File: config.mk
export PLATFORM = sky130hd
export DESIGN_NAME = radix4_booth
export DESIGN_NICKNAME = d
export VERILOG_FILES = /design/src/rtl/radix4_booth_pkg.sv /design/src/rtl/radix4_booth_booth_digit_encoder.sv /design/src/rtl/radix4_booth.sv
export SDC_FILE = /design/constraint.sdc
export NUM_CORES = 1
export LEC_CHECK = 0
export CELL_PAD_IN_SITES_DETAIL_PLACEMENT = 1
export CELL_PAD_IN_SITES_GLOBAL_PLACEMENT = 1
export CORE_MARGIN = 1
export CORE_UTILIZATION = 45
export DETAILED_ROUTE_END_ITERATION = 12
export DONT_BUFFER_PORTS = 1
export GPL_TIMING_DRIVEN = 0
export PLACE_DENSITY_LB_ADDON = 0.1
export SYNTH_ARGS = -nofsm -noshare
export SYNTH_HDL_FRONTEND = slang
export SYNTH_SLANG_ARGS = --single-unit
File: constraint.sdc
create_clock -name clk -period 7.4 [get_ports clk]
set_clock_uncertainty 0.2 [all_clocks]
set_input_delay 1.48 -clock clk [delete_from_list [all_inputs] [get_ports clk]]
set_output_delay 1.48 -clock clk [all_outputs]
set_load 0.005 [all_outputs]
File: src/rtl/radix4_booth_pkg.sv
`default_nettype none
// +--------------------------------------------------------------------+
// | radix4_booth_pkg : shared constants and Booth digit types           |
// | Rev 1.0                                                             |
// +--------------------------------------------------------------------+
package radix4_booth_pkg;

   localparam int DEFAULT_WIDTH = 32;
   localparam int ITER          = DEFAULT_WIDTH / 2;

   typedef enum logic [2:0] {
      ZERO = 3'd0,
      POS1 = 3'd1,
      POS2 = 3'd2,
      NEG1 = 3'd3,
      NEG2 = 3'd4
   } digit_sel_t;

   typedef struct packed {
      logic       neg;
      logic [1:0] mag;
   } digit_t;

   function automatic digit_t sel_to_digit(input digit_sel_t sel);
      digit_t d;
      d = '{neg: 1'b0, mag: 2'd0};
      case (sel)
         POS1:    d = '{neg: 1'b0, mag: 2'd1};
         POS2:    d = '{neg: 1'b0, mag: 2'd2};
         NEG1:    d = '{neg: 1'b1, mag: 2'd1};
         NEG2:    d = '{neg: 1'b1, mag: 2'd2};
         default: d = '{neg: 1'b0, mag: 2'd0};
      endcase
      return d;
   endfunction

endpackage
`default_nettype wire

File: src/rtl/radix4_booth_booth_digit_encoder.sv
`default_nettype none
// +--------------------------------------------------------------------+
// | radix4_booth_booth_digit_encoder : triplet -> Booth digit select    |
// | Rev 1.0                                                             |
// +--------------------------------------------------------------------+
module radix4_booth_booth_digit_encoder
   import radix4_booth_pkg::*;
(
   input  logic [2:0] triplet,
   output digit_t     digit
);

   digit_sel_t sel;

   always_comb begin
      sel = ZERO;
      case (triplet)
         3'b001, 3'b010: sel = POS1;
         3'b011:         sel = POS2;
         3'b100:         sel = NEG2;
         3'b101, 3'b110: sel = NEG1;
         default:        sel = ZERO;
      endcase
   end

   assign digit = sel_to_digit(sel);

endmodule
`default_nettype wire

File: src/rtl/radix4_booth.sv
`default_nettype none
// +--------------------------------------------------------------------+
// | radix4_booth : sequential signed radix-4 Booth multiplier           |
// | Rev 1.0                                                             |
// +--------------------------------------------------------------------+
module radix4_booth
   import radix4_booth_pkg::*;
#(
   parameter int WIDTH = DEFAULT_WIDTH
) (
   input  logic               clk,
   input  logic               reset,
   input  logic [WIDTH-1:0]   x,
   input  logic [WIDTH-1:0]   y,
   output logic [2*WIDTH-1:0] out
);

   localparam int ITERS = WIDTH / 2;
   localparam int CW    = $clog2(ITERS) + 1;
   localparam int PW    = 2 * WIDTH;

   localparam logic [1:0] ST_START = 2'd0;
   localparam logic [1:0] ST_RUN   = 2'd1;
   localparam logic [1:0] ST_DONE  = 2'd2;

   logic [1:0]    state;
   logic [CW-1:0] cnt;
   logic [PW-1:0] mcand;
   logic [PW-1:0] acc;
   logic [WIDTH:0] mplr;

   logic [PW-1:0] m_cur;
   logic [PW-1:0] term;
   logic [PW-1:0] addend;
   logic [PW-1:0] sum;
   logic [2:0]    triplet;
   logic          last;
   digit_t        digit;

   radix4_booth_booth_digit_encoder u_enc (
      .triplet (triplet),
      .digit   (digit)
   );

   // Digit 0 is taken straight from the ports so it is folded into the latch edge.
   always_comb begin
      if (state == ST_RUN) begin
         m_cur   = mcand;
         triplet = mplr[2:0];
      end else begin
         m_cur   = {{WIDTH{x[WIDTH-1]}}, x};
         triplet = {y[1:0], 1'b0};
      end

      case (digit.mag)
         2'd1:    term = m_cur;
         2'd2:    term = {m_cur[PW-2:0], 1'b0};
         default: term = '0;
      endcase

      addend = digit.neg ? ~term : term;
      sum    = acc + addend + PW'(digit.neg);
      last   = (state == ST_RUN) ? (cnt == CW'(ITERS - 1)) : (ITERS == 1);
   end

   always_ff @(posedge clk or negedge reset) begin
      if (!reset) begin
         state <= ST_START;
         cnt   <= '0;
         mcand <= '0;
         acc   <= '0;
         mplr  <= '0;
         out   <= '0;
      end else begin
         case (state)
            ST_START, ST_RUN: begin
               acc   <= sum;
               mcand <= {m_cur[PW-3:0], 2'b00};
               mplr  <= (state == ST_RUN) ? {2'b00, mplr[WIDTH:2]}
                                          : {2'b00, y[WIDTH-1:1]};
               cnt   <= cnt + 1'b1;
               if (last) begin
                  out   <= sum;
                  state <= ST_DONE;
               end else begin
                  state <= ST_RUN;
               end
            end
            default: ;
         endcase
      end
   end

endmodule
`default_nettype wire

## Word level (Yosys, flattened, before mapping)

Index checks and enable logic that the tools add are counted.
W data, S select, Z words.

| word-level totals | value |
|---|---|
| input port bits | 66 |
| output and inout bits | 64 |
| register bits after elaboration | 230 |
| word-level logic and storage cells | 38 |

| cells by class | value |
|---|---|
| muxes and demuxes | 9 |
| $add $sub $neg | 3 |
| equal/unequal tests | 14 |
| bitwise gates (word level) | 1 |
| reduce and logical (&&, ||, !) cells | 5 |

Operators with widths:

| operator | number |
|---|---|
| $mux W64 | 2 |
| $pmux W64 S2 | 1 |
| $add A64 B1 Y64 | 1 |
| $add A64 B64 Y64 | 1 |
| $not A64 Y64 | 1 |
| $mux W31 | 1 |
| $pmux W3 S4 | 2 |
| $eq A3 B2 Y1 const B | 4 |
| $eq A3 B3 Y1 const B | 4 |
| $eq A3 B1 Y1 const B | 2 |
| $reduce_or A2 Y1 | 3 |
| $add A5 B1 Y5 const B | 1 |
| $eq A5 B4 Y1 const B | 1 |
| $eq A2 B1 Y1 const B | 2 |
| $mux W3 | 1 |
| $eq A2 B2 Y1 const B | 1 |
| $logic_not A2 Y1 | 1 |
| $mux W2 | 1 |
| $reduce_and A2 Y1 | 1 |
| $mux W1 | 1 |

## Depth between registers and ports, before layout

| logic depth | value |
|---|---|
| word-level depth | 13 |
| depth in mapped cells | 31 |
| mapped depth without buffers | 25 |

## Hierarchy

A second synthesis with hierarchy kept.

| second synthesis, totals | value |
|---|---|
| cell total of the unflattened synthesis | 1696 |
| area total of the unflattened synthesis | 14825.5 µm² |

By module, submodules not included:

| module | area an instance (µm²) | times used | cells each | sequential area each (µm²) |
|---|---|---|---|---|
| radix4_booth | 14722.9 | 1 | 1684 | 5705.5 |
| radix4_booth_booth_digit_encoder | 102.6 | 1 | 12 | 0.0 |

## Least setup slack after synthesis

OpenSTA, ideal clock, no wires.

| path | value |
|---|---|
| path kind | input port to flip-flop |
| from | input y[0] |
| to | register out[59] |
| stages | 26 |
| slack | 1.234 ns |
| buffers on the path | 3 |
| setup time | 0.069 ns |
| required time | 7.131 ns |
| arrival time | 5.896 ns |
| path through | nand2_1 > nand2_1 > inv_1 > ha_1 > nand2_1 > mux2i_1 > a31oi_1 > nand2b_1 > inv_1 > ha_1 > nor2b_1 > clkbuf_1 > clkbuf_1 > a22oi_1 > o21ai_0 > xnor2_1 > ha_1 > clkbuf_1 > nand4_1 > or3_1 > nor3_1 > o21ai_1 > nor4b_4 > o31a_1 > or4_1 > nand3_1 |

| on the way | value |
|---|---|
| cells in the longest elaborated chain, start to end | 12 |
| elaborated cells on any way between the ends | 22 |
| classes of those cells | add/sub: 2; eq/ne: 12; mux: 5; bitwise: 1; reduce/logical: 2 |

RTL lines:

| what | RTL line | RTL |
|---|---|---|
| start, declared | radix4_booth.sv:14 | `input logic [WIDTH-1:0] y,` |
| $mux W3 * | radix4_booth.sv:47 | `if (state == ST_RUN) begin` |
| $eq A3 B3 Y1 (tied with other cells) | radix4_booth_booth_digit_encoder.sv:17 | `case (triplet)` |
| $reduce_or A2 Y1 | radix4_booth_booth_digit_encoder.sv:17 |  |
| $pmux W3 S4 * | radix4_booth_booth_digit_encoder.sv:17 |  |
| $eq A3 B3 Y1 (tied with other cells) | radix4_booth_pkg.sv:27 | `case (sel)` |
| $pmux W3 S4 * | radix4_booth_pkg.sv:27 |  |
| $eq A2 B2 Y1 / $eq A2 B1 Y1 (equally long branches) | radix4_booth.sv:55 | `case (digit.mag)` |
| $pmux W64 S2 | radix4_booth.sv:55 |  |
| $not A64 Y64 | radix4_booth.sv:61 | `addend = digit.neg ? ~term : term;` |
| $mux W64 | radix4_booth.sv:61 |  |
| $add A64 B64 Y64 | radix4_booth.sv:62 | `sum = acc + addend + PW'(digit.neg);` |
| $add A64 B1 Y64 * | radix4_booth.sv:62 |  |
| end signal, assigned | radix4_booth.sv:83 | `out <= sum;` |
| end, declared | radix4_booth.sv:15 | `output logic [2*WIDTH-1:0] out` |

Mark *: on every way between the ends. The rest lies on a longest branch, timed or not.
A chain may end at the register's enable or synchronous reset.

## Worst setup path after layout

| path | value |
|---|---|
| from | register state[0] |
| to | register out[30] |

| on the way | value |
|---|---|
| cells in the longest elaborated chain, start to end | 13 |
| elaborated cells on any way between the ends | 28 |
| classes of those cells | add/sub: 2; eq/ne: 13; mux: 7; bitwise: 1; reduce/logical: 5 |

RTL lines:

| what | RTL line | RTL |
|---|---|---|
| start, declared | radix4_booth.sv:26 | `logic [1:0] state;` |
| start signal, assigned | radix4_booth.sv:68 | `state <= ST_START;` |
| start signal, assigned | radix4_booth.sv:84 | `state <= ST_DONE;` |
| start signal, assigned | radix4_booth.sv:86 | `state <= ST_RUN;` |
| $eq A2 B1 Y1 | radix4_booth.sv:47, radix4_booth.sv:63, radix4_booth.sv:75 |  |
| $mux W3 | radix4_booth.sv:47 |  |
| $eq A3 B3 Y1 (tied with other cells) | radix4_booth_booth_digit_encoder.sv:17 |  |
| $reduce_or A2 Y1 | radix4_booth_booth_digit_encoder.sv:17 |  |
| $pmux W3 S4 | radix4_booth_booth_digit_encoder.sv:17 |  |
| $eq A3 B3 Y1 (tied with other cells) | radix4_booth_pkg.sv:27 |  |
| $pmux W3 S4 | radix4_booth_pkg.sv:27 |  |
| $eq A2 B2 Y1 / $eq A2 B1 Y1 (equally long branches) | radix4_booth.sv:55 |  |
| $pmux W64 S2 | radix4_booth.sv:55 |  |
| $not A64 Y64 | radix4_booth.sv:61 |  |
| $mux W64 | radix4_booth.sv:61 |  |
| $add A64 B64 Y64 | radix4_booth.sv:62 |  |
| $add A64 B1 Y64 | radix4_booth.sv:62 |  |

Parallel ways exist; a longest one is shown, timed or not.

==> results.sh <==
export IMPL_status="complete, no violations"
export IMPL_synth_area_sq_um=14500
export IMPL_worst_pin_slew_ns=1.20
export IMPL_yosysMostFrequentCell="nand2_1"
export IMPL_setup_violations_final=0
export IMPL_first_pass_iters=5
export IMPL_core_region_area_sq_um=31600
export IMPL_io_pins=130
export IMPL_dieArea_sq_um=32900
export IMPL_clock_sinks=228
export IMPL_yosys_area_top_type="dfrtp_1"
export IMPL_post_dp_cell_area_sq_um=15000
export IMPL_critPathRequiredTime_ns=7.61
export IMPL_period_minus_slack_ns=7.08
export IMPL_drc_errors=0
export IMPL_cts_buffers_inserted=26
export IMPL_crit_fanout=10
export IMPL_first_iter_violations=647
export IMPL_die_width_um=182
export IMPL_clock_fmax_mhz=141
export IMPL_wl_per_cell_um=22.2
export IMPL_whs_ns=0.289
export IMPL_dr_total_vias=12900
export IMPL_final_area_sq_um=16000
export IMPL_row_count=65
export IMPL_nets=1878
export IMPL_insertion_delay_ns=0.56
export IMPL_wirelength_um=47800
export IMPL_synth_warnings=0
export IMPL_maxSlewViolCount=0
export IMPL_synth_edf_count=0
export IMPL_r2r_end="out[30]"
export IMPL_total_power_mw=6.08
export IMPL_fillers=3757
export IMPL_ys_seq_area_share_pct=39.3
export IMPL_startpoint_type="flop"
export IMPL_yosysTopAreaCellShare_pct=39.3
export IMPL_maxSlewHeadroom_pct=20.3
export IMPL_use_met2_pct=47.7
export IMPL_arrival_ns=7.29
export IMPL_gp_congestion=0.892
export IMPL_io_buffer_count=0
export IMPL_antenna_found_initial=2
export IMPL_crit_type="flop to flop"
export IMPL_p_per_area_nw_per_um2=379
export IMPL_worstSetupEndpointType="flop"
export IMPL_synth_seq_cells=228
export IMPL_final_antenna_net_count=0
export IMPL_vias_per_cell=5.96
export IMPL_die_y_um=182
export IMPL_syn_nets=1847
export IMPL_hold_path_class="flop to flop"
export IMPL_rrSetupSlack_ns=0.32
export IMPL_syn_avg_cell_area_sq_um=8.51
export IMPL_cts_root_buf="clkbuf_16"
export IMPL_synthDistinctLibCells=65
export IMPL_initial_core_util_pct=45.8
export IMPL_grt_busiest_layer="met2"
export IMPL_track_usage_pct=29.3
export IMPL_syn_to_final_growth_pct=10.5
export IMPL_clock_path_buffers=3
export IMPL_maxCapViolCount=0
export IMPL_place_hpwl_um=36300
export IMPL_reg2reg_depth=25
export IMPL_htree_levels=1
export IMPL_leakage_nw=6.96
export IMPL_grt_max_degree=229
export IMPL_overflow=0
export IMPL_cts_tree="done"
export IMPL_synth_ff_type="dfrtp_1"
export IMPL_clkTransAtPathRegs_ns=0.06
export IMPL_netlist_instances=1704
export IMPL_ys_top_cells_by_count="nand2_1 (266), o21ai_0 (247), dfrtp_1 (228)"
export IMPL_grt_pass1_wl_um=75500
export IMPL_hold_end="mplr[23]"
export IMPL_whs_path_depth=2
export IMPL_setup_tns_final_ns=0
export IMPL_drive_gt1_share_pct=5.36
export IMPL_ir_drop_uv=183
export IMPL_r2r_start="state[0]"
export IMPL_timing_final_crit_share_pct=95.7
export IMPL_synth_area_leaders="dfrtp_1 (39%), o21ai_0 (8.5%), nand2_1 (6.9%)"
export IMPL_hold_viol_final=0
export IMPL_grtUsageMet3_pct=5.40
export IMPL_use_met1_pct=39.6
export IMPL_grt_pass1_vias=13400
export IMPL_hold_start="mplr[23]"
export IMPL_async_reset_ff_share_pct=100
export IMPL_holdBufCountCts=0
[cell type report]
type / instances / area, sq um / area share [%]
multi-input combinational: 1331 / 8340 / 52.1
sequential: 228 / 5710 / 35.6
clock buffer: 38 / 766 / 4.78
tap: 402 / 503 / 3.14
buffer: 110 / 445 / 2.78
inverter: 31 / 116 / 0.726
clock inverter: 9 / 86.3 / 0.539
timing repair buffer: 7 / 52.6 / 0.328
antenna: 2 / 5.00 / 0.0312
[layer usage]
metal	up-vias	wire, um	share of wire (%)
met4	0	1440	3.0
met3	64	2540	5.3
met2	273	21800	46
met5	-	0	0
met1	6387	22000	46
li1	6134	-	-
[sequential cells by signal, summed over array words and instances (netlist names)]
register	flops
out	64
state	2
mcand	62
mplr	31
cnt	5
acc	64
[repair_timing]
action                     CTS  global route
gates cloned                 0             0
setup endpoints to repair   59            62
pin swaps                    2             5
resized for setup           13            36
buffers inserted             3             4
[through the flow]
step                setup WS, ns  utilization (%)  std cells
floorplan                   1.23                -       1704
global placement          -0.787             47.4       2106
detailed placement        -0.847             47.4       2106
CTS                       0.0503             50.3       2156
global route             -0.0275             50.6       2158
finish                     0.321             50.6       2158
[critical path, cell delays in order (launching register included)]
cell      delay (ns)
dfrtp_1         0.37
buf_2           0.17
and2b_1         0.17
buf_6           0.14
clkbuf_2        0.31
nand2_1         0.16
nand2_1         0.11
inv_1           0.09
ha_1            0.17
nand2_1         0.08
mux2i_2         0.28
a311oi_2        0.12
a21oi_1         0.15
clkbuf_1        0.55
buf_1           0.74
xnor2_1         0.16
ha_1            0.38
a211oi_1        0.30
o21ai_0         0.22
a211oi_1        0.57
a21oi_1         0.31
a21oi_1         0.28
o21bai_1        0.17
a221oi_1        0.41
xnor2_1         0.19
o21ai_0         0.11
[power breakdown]
part,leakage [nW],switching [mW],internal [mW]
registers,2.80,0.297,1.61
logic,3.74,1.82,1.05
clock network,0.418,0.554,0.751
[worst max path at each step]
stage | cells after the start | endpoint | slack, ns | startpoint
2_1_floorplan | 26 | out[59] | 1.23 | y[0]
3_3_place_gp | 29 | out[62] | -0.79 | state[0]
3_5_place_dp | 29 | out[62] | -0.85 | state[0]
4_1_cts | 32 | out[62] | 0.05 | state[0]
5_1_grt | 32 | out[62] | -0.03 | state[0]
6_report | 25 | out[30] | 0.32 | state[0]
[cell families (layout without fill, tap and decap cells)]
logic type	Yosys count	count (layout)	synth area share, %
adder cells (fa/ha/maj)	77	77	6.70
flip-flops	228	228	39.3
other	0	2	0
AO/OA/AOI/OAI	601	601	24.1
AND/OR/NAND/NOR	463	463	13.9
multiplexers	68	68	4.72
XOR/XNOR	122	122	7.37
buffers and inverters	145	195	3.82
[cell usage in the layout (no fill, tap or decap), drive strengths merged, types with 20 or more instances in the layout]
cell type / n
nand2: 266
o21ai: 255
dfrtp: 228
a21oi: 156
clkbuf: 134
xnor2: 97
nor2: 87
ha: 76
mux2i: 65
a22oi: 35
o22ai: 32
inv: 30
a21o: 28
xor2: 25
nand4: 23
buf: 21
o21bai: 20
Note: power is estimated with default switching activity, not from simulation.
